==> src/rtl/usb_hid_kbd_decoder_pkg.sv <==
// Shared definitions for the boot-protocol keyboard decoder.
//  - PID values accepted as report carriers, phantom keycode, modifier usage base
//  - event word width: {make/break, keycode[7:0]}
//  - diff-engine state encoding (plain localparams so older tools can consume them)
//  - report_t: one captured report (modifier byte plus four keycode slots)
//  - keyPresent(): "is this keycode anywhere in these four slots"
package usb_hid_kbd_decoder_pkg;

  localparam logic [7:0] PID_DATA0 = 8'hC3;
  localparam logic [7:0] PID_DATA1 = 8'h4B;
  localparam logic [7:0] PHANTOM   = 8'h01;
  localparam logic [7:0] MOD_BASE  = 8'hE0;
  localparam int         EV_W      = 9;

  localparam logic [2:0] S_IDLE   = 3'd0;
  localparam logic [2:0] S_LOAD   = 3'd1;
  localparam logic [2:0] S_MOD    = 3'd2;
  localparam logic [2:0] S_BREAK  = 3'd3;
  localparam logic [2:0] S_MAKE   = 3'd4;
  localparam logic [2:0] S_COMMIT = 3'd5;

  // key[0] is the first keycode byte on the wire (byte4), key[3] the last (byte7)
  typedef struct packed {
    logic [7:0]      mod;
    logic [3:0][7:0] key;
  } report_t;

  function automatic logic keyPresent(input logic [7:0] code, input logic [3:0][7:0] keys);
    logic hit;
    hit = 1'b0;
    for (int s = 0; s < 4; s++) begin
      if (keys[s] == code) hit = 1'b1;
    end
    return hit;
  endfunction

endpackage

==> src/rtl/usb_hid_kbd_decoder_if.sv <==
// Key-event stream between the decoder and the keyboard-controller side.
//  ev_valid  event FIFO head is valid
//  ev_data   {make(1)/break(0), keycode[7:0]}
//  ev_ready  consumer takes the head when ev_valid & ev_ready
// master = event producer (decoder), slave = event consumer.
interface usb_hid_kbd_decoder_if;
  import usb_hid_kbd_decoder_pkg::*;

  logic            ev_valid;
  logic [EV_W-1:0] ev_data;
  logic            ev_ready;

  modport master (output ev_valid, output ev_data, input ev_ready);
  modport slave  (input ev_valid, input ev_data, output ev_ready);
endinterface

==> src/rtl/usb_hid_kbd_decoder_kbd_event_fifo.sv <==
// Synchronous first-word-fall-through event FIFO.
//  clk, reset   single clock, synchronous active-high reset (flushes the FIFO)
//  push_i       write request, data_i is the event word
//  pop_i        consumer pop request, ignored while empty
//  data_o       head entry, forced to 0 while empty
//  valid_o      FIFO not empty
//  overflow_o   one-cycle pulse for each push dropped because the FIFO was full
module usb_hid_kbd_decoder_kbd_event_fifo #(
  parameter int DEPTH = 16,
  parameter int W     = 9
) (
  input  logic         clk,
  input  logic         reset,
  input  logic         push_i,
  input  logic [W-1:0] data_i,
  input  logic         pop_i,
  output logic [W-1:0] data_o,
  output logic         valid_o,
  output logic         overflow_o
);

  localparam int AW = $clog2(DEPTH);

  logic [W-1:0] mem_q [DEPTH];
  logic [AW:0]  wrPtr_q;
  logic [AW:0]  rdPtr_q;
  logic [AW:0]  count;
  logic         empty;
  logic         full;
  logic         popOk;
  logic         pushOk;
  logic         overflow_q;

  // Pointers carry one extra bit so full and empty stay distinguishable after wrapping.
  // A pop in the same cycle as a push into a full FIFO frees the slot the push needs.
  always_comb begin
    count  = wrPtr_q - rdPtr_q;
    empty  = (count == '0);
    full   = (count == DEPTH[AW:0]);
    popOk  = pop_i & ~empty;
    pushOk = push_i & (~full | popOk);
  end

  always_ff @(posedge clk) begin
    if (reset) begin
      wrPtr_q    <= '0;
      rdPtr_q    <= '0;
      overflow_q <= 1'b0;
    end else begin
      if (pushOk) wrPtr_q <= wrPtr_q + 1'b1;
      if (popOk)  rdPtr_q <= rdPtr_q + 1'b1;
      overflow_q <= push_i & ~pushOk;
    end
  end

  // Storage needs no reset: the pointers alone decide which entries are live.
  always_ff @(posedge clk) begin
    if (pushOk && !reset) mem_q[wrPtr_q[AW-1:0]] <= data_i;
  end

  assign data_o     = empty ? '0 : mem_q[rdPtr_q[AW-1:0]];
  assign valid_o    = ~empty;
  assign overflow_o = overflow_q;

endmodule

==> src/rtl/usb_hid_kbd_decoder.sv <==
// Boot-protocol keyboard report decoder. Captures reports from the low-speed PHY receive
// path, diffs each against the last accepted one and queues make/break key events.
//  clk, reset          single clock, synchronous active-high reset
//  connected           device-present level; a falling edge releases every held key
//  recv_toggle         flips once per received packet
//  recv_size           received bit count, qualifies the packet
//  pid                 packet type; only DATA0/DATA1 carry reports
//  byte2               modifier byte
//  byte4..byte7        keycode slots 0..3
//  ev                  event stream (master side): ev_valid/ev_data out, ev_ready in
//  overflow            pulse per event dropped on a full FIFO
//  busy                diff engine is running a pass
module usb_hid_kbd_decoder
  import usb_hid_kbd_decoder_pkg::*;
#(
  parameter int FIFO_DEPTH = 16,
  parameter int MIN_BITS   = 64
) (
  input  logic                  clk,
  input  logic                  reset,
  input  logic                  connected,
  input  logic                  recv_toggle,
  input  logic [6:0]            recv_size,
  input  logic [7:0]            pid,
  input  logic [7:0]            byte2,
  input  logic [7:0]            byte4,
  input  logic [7:0]            byte5,
  input  logic [7:0]            byte6,
  input  logic [7:0]            byte7,
  usb_hid_kbd_decoder_if.master ev,
  output logic                  overflow,
  output logic                  busy
);

  logic            toggle_q;
  logic            conn_q;
  logic            pend_q, pend_d;
  report_t         pendRpt_q, pendRpt_d;
  report_t         newRpt_q;
  report_t         oldRpt_q;
  logic [2:0]      state_q, state_d;
  logic [2:0]      idx_q, idx_d;
  logic            rxEdge;
  logic            connFall;
  logic            accept;
  logic [7:0]      oldKey;
  logic [7:0]      newKey;
  logic            push;
  logic [EV_W-1:0] pushData;
  logic            fifoValid;
  logic [EV_W-1:0] fifoData;

  // A packet qualifies as a report when it is a data packet of full length and is not the
  // all-phantom rollover report the keyboard sends when too many keys are down.
  always_comb begin
    rxEdge   = recv_toggle != toggle_q;
    connFall = conn_q & ~connected;
    accept   = rxEdge
             & ((pid == PID_DATA0) | (pid == PID_DATA1))
             & (recv_size >= MIN_BITS[6:0])
             & ~((byte4 == PHANTOM) & (byte5 == PHANTOM) & (byte6 == PHANTOM) & (byte7 == PHANTOM));
  end

  // Single pending slot: the newest report always replaces an unconsumed one. A disconnect
  // wins over a simultaneous report so the release is never lost. A report arriving while
  // the engine is loading keeps pend set, so it gets its own pass afterwards.
  always_comb begin
    pendRpt_d = pendRpt_q;
    pend_d    = pend_q;
    if (state_q == S_LOAD) pend_d = 1'b0;
    if (connFall) begin
      pendRpt_d = '0;
      pend_d    = 1'b1;
    end else if (accept) begin
      pendRpt_d.mod = byte2;
      pendRpt_d.key = {byte7, byte6, byte5, byte4};
      pend_d        = 1'b1;
    end
  end

  // Diff engine. Every pass walks all 8 modifier bits, then all 4 old slots (breaks), then
  // all 4 new slots (makes), one step per cycle, so pass length never depends on content.
  always_comb begin
    state_d  = state_q;
    idx_d    = idx_q;
    push     = 1'b0;
    pushData = '0;
    oldKey   = oldRpt_q.key[idx_q[1:0]];
    newKey   = newRpt_q.key[idx_q[1:0]];
    case (state_q)
      S_IDLE: begin
        if (pend_q) state_d = S_LOAD;
      end
      S_LOAD: begin
        state_d = S_MOD;
        idx_d   = '0;
      end
      S_MOD: begin
        push     = oldRpt_q.mod[idx_q] != newRpt_q.mod[idx_q];
        pushData = {newRpt_q.mod[idx_q], MOD_BASE + {5'd0, idx_q}};
        if (idx_q == 3'd7) begin
          state_d = S_BREAK;
          idx_d   = '0;
        end else begin
          idx_d = idx_q + 3'd1;
        end
      end
      S_BREAK: begin
        push     = (oldKey != 8'h00) && !keyPresent(oldKey, newRpt_q.key);
        pushData = {1'b0, oldKey};
        if (idx_q == 3'd3) begin
          state_d = S_MAKE;
          idx_d   = '0;
        end else begin
          idx_d = idx_q + 3'd1;
        end
      end
      S_MAKE: begin
        push     = (newKey != 8'h00) && !keyPresent(newKey, oldRpt_q.key);
        pushData = {1'b1, newKey};
        if (idx_q == 3'd3) begin
          state_d = S_COMMIT;
          idx_d   = '0;
        end else begin
          idx_d = idx_q + 3'd1;
        end
      end
      S_COMMIT: begin
        state_d = S_IDLE;
      end
      default: begin
        state_d = S_IDLE;
      end
    endcase
  end

  // Edge registers sample the live level during reset so a toggle or connected level that
  // is already high does not look like a fresh packet or a disconnect once reset releases.
  always_ff @(posedge clk) begin
    if (reset) begin
      toggle_q  <= recv_toggle;
      conn_q    <= connected;
      pend_q    <= 1'b0;
      pendRpt_q <= '0;
      newRpt_q  <= '0;
      oldRpt_q  <= '0;
      state_q   <= S_IDLE;
      idx_q     <= '0;
    end else begin
      toggle_q  <= recv_toggle;
      conn_q    <= connected;
      pend_q    <= pend_d;
      pendRpt_q <= pendRpt_d;
      state_q   <= state_d;
      idx_q     <= idx_d;
      if (state_q == S_LOAD)   newRpt_q <= pendRpt_q;
      if (state_q == S_COMMIT) oldRpt_q <= newRpt_q;
    end
  end

  usb_hid_kbd_decoder_kbd_event_fifo #(
    .DEPTH (FIFO_DEPTH),
    .W     (EV_W)
  ) u_fifo (
    .clk        (clk),
    .reset      (reset),
    .push_i     (push),
    .data_i     (pushData),
    .pop_i      (ev.ev_ready),
    .data_o     (fifoData),
    .valid_o    (fifoValid),
    .overflow_o (overflow)
  );

  assign ev.ev_valid = fifoValid;
  assign ev.ev_data  = fifoData;
  assign busy        = (state_q != S_IDLE);

endmodule
==> src/flat_wrapper.sv <==
// flat-port wrapper written by rule: the top's interface ports become plain ports
module usb_hid_kbd_decoder_flat import usb_hid_kbd_decoder_pkg::*;
#(
  parameter int FIFO_DEPTH = 16,
  parameter int MIN_BITS   = 64
)
  (clk, reset, connected, recv_toggle, recv_size, pid, byte2, byte4, byte5, byte6, byte7, overflow, busy, ev_ev_valid, ev_ev_data, ev_ev_ready);
  usb_hid_kbd_decoder_if ev_i ();
  input  logic clk;
  input  logic reset;
  input  logic connected;
  input  logic recv_toggle;
  input  logic [6:0] recv_size;
  input  logic [7:0] pid;
  input  logic [7:0] byte2;
  input  logic [7:0] byte4;
  input  logic [7:0] byte5;
  input  logic [7:0] byte6;
  input  logic [7:0] byte7;
  output logic overflow;
  output logic busy;
  output wire logic [$bits(ev_i.ev_valid)-1:0] ev_ev_valid;
  output wire logic [$bits(ev_i.ev_data)-1:0] ev_ev_data;
  input wire logic [$bits(ev_i.ev_ready)-1:0] ev_ev_ready;
  assign ev_ev_valid = ev_i.ev_valid;
  assign ev_ev_data = ev_i.ev_data;
  assign ev_i.ev_ready = ev_ev_ready;
  usb_hid_kbd_decoder #(.FIFO_DEPTH(FIFO_DEPTH), .MIN_BITS(MIN_BITS)) u_core (.clk(clk), .reset(reset), .connected(connected), .recv_toggle(recv_toggle), .recv_size(recv_size), .pid(pid), .byte2(byte2), .byte4(byte4), .byte5(byte5), .byte6(byte6), .byte7(byte7), .ev(ev_i), .overflow(overflow), .busy(busy));
endmodule
==> config.mk <==
export PLATFORM = sky130hd
export DESIGN_NAME = usb_hid_kbd_decoder_flat
export DESIGN_NICKNAME = d
export VERILOG_FILES = /design/src/rtl/usb_hid_kbd_decoder_pkg.sv /design/src/rtl/usb_hid_kbd_decoder_if.sv /design/src/rtl/usb_hid_kbd_decoder_kbd_event_fifo.sv /design/src/rtl/usb_hid_kbd_decoder.sv /design/src/flat_wrapper.sv
export SDC_FILE = /design/constraint.sdc
export NUM_CORES = 1
export LEC_CHECK = 0
export BUFFER_PORTS_ARGS = -buffer_cell sky130_fd_sc_hd__buf_2
export CAP_MARGIN = 20
export CELL_PAD_IN_SITES_DETAIL_PLACEMENT = 0
export CELL_PAD_IN_SITES_GLOBAL_PLACEMENT = 1
export CORE_UTILIZATION = 30
export CTS_CLUSTER_DIAMETER = 80
export CTS_CLUSTER_SIZE = 25
export DETAILED_ROUTE_END_ITERATION = 7
export GPL_ROUTABILITY_DRIVEN = 0
export HOLD_SLACK_MARGIN = 0.1
export PLACE_DENSITY = 0.5
export SLEW_MARGIN = 10
export SYNTH_ARGS = -nofsm -noshare
export SYNTH_HDL_FRONTEND = slang
export SYNTH_SLANG_ARGS = --single-unit
==> constraint.sdc <==
create_clock -name clk -period 6.6 [get_ports clk]
set_clock_uncertainty 0.15 [all_clocks]
set_input_delay 1.98 -clock clk [delete_from_list [all_inputs] [get_ports clk]]
set_output_delay 1.98 -clock clk [all_outputs]
set_load 0.01 [all_outputs]
==> summary.txt <==
Place
  • I/O Buffers: 65
  • Place WS: around 2000 ps
  • Post-place instance area: roughly 0.013 mm2
  • Dpl cells: approximately 1.6k
  • Hpwl dp: ~21000 um

Worst setup path
  • Setup slack, reg-to-reg: 2080 ps
  • WS Path Type: reg2out
  • CP required: between 4000 and 5000 ps
  • Reg2reg end: u_core.u_fifo.mem_q[5][0]
  • CP endpoint kind: output pin
  • CP max-delay cell: mux4_2
  • Worst Path Buf+Inv: 2
  • Critical register-to-register path startpoint: u_core.idx_q[1]
  • Most common cell on crit path: mux4_2
  • Crit start category: register
  • Critical Path AT: 2900 ps
  • Largest stage delay, worst path: roughly 600 ps
  • Delay-heaviest family, CP: multiplexers
  • R2R cell count: 9
  • Worst-path fanout max: 16
  • Critical Path, Cell by Cell: buf_4 -> mux4_2 -> mux4_2 -> nor2b_1 -> buf_2

STA
  • Tightest Pin Transition: between 900 and 1000 ps
  • Setup violations, final: 0
  • Max Freq: between 150 and 200 MHz
  • PnR worst setup slack: 1567 ps
  • RSZ-0062 raised after global routing: false
  • Final setup TNS: 0 ps
  • Tcrit/Tclk final: 0.7626
  • Hold Slack: 301.7 ps
  • Max-slew headroom: 0.3420
  • Final hold vios: 0
  • Slew Viols, Final: 0
  • Fin crit period: 5033 ps

Global route
  • Grt total ovfl: 0
  • M2 GR Usage: 0.2456
  • Largest net degree at the start of global routing: 87
  • Antenna violations before repair: 0
  • M1 GR Usage: 0.1908
  • Grt peak-use layer: met2
  • Met3 Resource Use GR: 0.01891
  • Tot GR Track Use: 0.1427
  • First-pass GRT wire length: a little under 50000 um
  • Number of global-route vias before repair: between 8k and 9k

Clock network
  • Clock transition at path regs: about 100 ps
  • Clk_lat worst skew: between 500 and 600 ps
  • Hold buffers post-CTS: 0
  • Post-CTS Resized: 0
  • Max H-tree Level: 1
  • Post-CTS setup repair buffer count: 0
  • CTS tree: yes
  • Clock Sinks: 288
  • Clk buf depth: 3
  • Root Driver: clkbuf_16
  • Total CTS buffers: 20

Die
  • Die ar.: between 0.04 and 0.05 mm2
  • Core area: between 0.04 and 0.05 mm2
  • Die Y: approximately 210 um
  • # IOs: approximately 70
  • Die Span X: slightly above 200 um
  • Initial core utilization: 0.3073
  • Cell Rows: 74

Yosys
  • Top cells by area, synth: edfxtp_1 34%, dfxtp_1 23%, mux4_2 12%
  • Syn Nets: about 1.1k
  • Post-synth top cells: 186 x nand2_1, 144 x dfxtp_1, 144 x edfxtp_1
  • Synth Register Bits: 288
  • Count leader, synth: nand2_1
  • Total number of yosys warnings: 0
  • Post-synthesis async set-or-reset flop share: 0
  • Post-Syn Area: 0.01266 mm2
  • EDFF count, synth: ~140
  • Syn Area/Cell: approximately 12 um2
  • Main flop type after synthesis: edfxtp_1
  • Post-synth top area share: 0.3415
  • Post-synthesis instance total: between 1k and 1.5k
  • Leading area contributor after synthesis: edfxtp_1
  • Seq/Total Area, Yosys: 0.5692
  • Post-synth cell types: between 40 and 50

Layout
  • Fin cells: 1621
  • # diodes: 0
  • Fraction of layout cells with a size suffix above 1: 0.1827
  • Finished Core Util: 0.3433
  • Post-route design area: between 0.01 and 0.015 mm2
  • Area Growth Syn to Fin: 11.70%
  • Layout Nets: ~1.1k

Power
  • PwrDens: 270.8 mW/mm2
  • Leak pwr: 4.849 nW
  • Peak VDD IR: between 0.15 and 0.2 mV
  • Design Power: around 3.8 mW

Min path
  • Hold EP: u_core.newRpt_q[17]
  • Worst hold-check path type: reg2reg
  • Hold path startpoint: u_core.pendRpt_q[17]
  • WHS Path Cells: 2

Route
  • DRT Pass-1 Iters: 4
  • Via Count: ~7.7k
  • Routed len/inst: between 15 and 20 um
  • Drt via density: about 4.8
  • DRT antenna net count: 0
  • Residual DRC count: 0
  • Initial drt markers: 410
  • Routed Wire Length: roughly 30000 um

Job
  • Max-cap violations: 0

Status
  • Status: finished, final reports clean
## flip-flops by register name, summed over array words and instances, names as in the netlist, named ones only
register	count
u_core.u_fifo.rdPtr_q	5
u_core.conn_q	1
u_core.newRpt_q	40
u_core.state_q	3
u_core.idx_q	3
u_core.u_fifo.wrPtr_q	5
u_core.u_fifo.overflow_o	1
u_core.toggle_q	1
u_core.oldRpt_q	40
u_core.u_fifo.mem_q	144
u_core.pendRpt_q	40
u_core.pend_q	1
## layer usage
layer,up-vias,share of wire
met5,-,0
met4,0,0.017
met3,30,0.029
met1,3799,0.47
met2,97,0.49
li1,3795,-
## worst min-delay path, cell delays in order (launching register included)
cell and delay [ps]:
dfxtp_1 310, nand2_1 60, a21oi_1 50
## placed cells by master (no fill, tap or decap), types with 23 or more instances in the layout
master,count
a21oi_1,92
buf_2,64
buf_4,23
clkbuf_16,23
dfxtp_1,143
edfxtp_1,144
mux2i_1,43
mux4_2,65
nand2_1,185
nor2_1,81
xnor2_1,72
## how the worst max path moves through the flow
stage	slack, ps	endpoint	cells after the start	from
floorplan	2290	ev_ev_data[0]	5	register
global placement	2050	u_core.u_fifo.mem_q[5][1]	9	u_core.idx_q[1]
detailed placement	2020	u_core.u_fifo.mem_q[5][1]	9	u_core.idx_q[1]
CTS	1460	ev_ev_data[5]	5	register
global route	1380	ev_ev_data[4]	5	register
finish	1570	ev_ev_data[3]	5	register
## final cells by class
cell class	count	area [um2]
Inverter	11	41.29
Tap cell	532	665.6
Clock buffer	26	596.8
Timing Repair Buffer	87	493.0
Multi-Input combinational cell	667	5001
Sequential cell	288	7208
Fill cell	4102	27060
Clock inverter	10	137.6
## where the power goes
part | switching [mW] | internal (mW) | total, mW
logic | 0.260 | 0.261 | 0.521
clock network | 0.710 | 0.685 | 1.40
registers | 0.0376 | 1.88 | 1.91
## logic make-up (layout without fill, tap and decap cells)
group / after synthesis / in the layout / synth area share
muxes: 109 / 109 / 0.1505
and+or+nand+nor: 347 / 347 / 0.1232
xor gates and xnor gates: 74 / 74 / 0.05119
adders and majority gates: 13 / 13 / 0.01285
buffers and inverters: 91 / 134 / 0.03706
DFF: 288 / 288 / 0.5692
AOI/OAI and AO/OA: 124 / 124 / 0.05603
(Power assumes the default switching activity.)
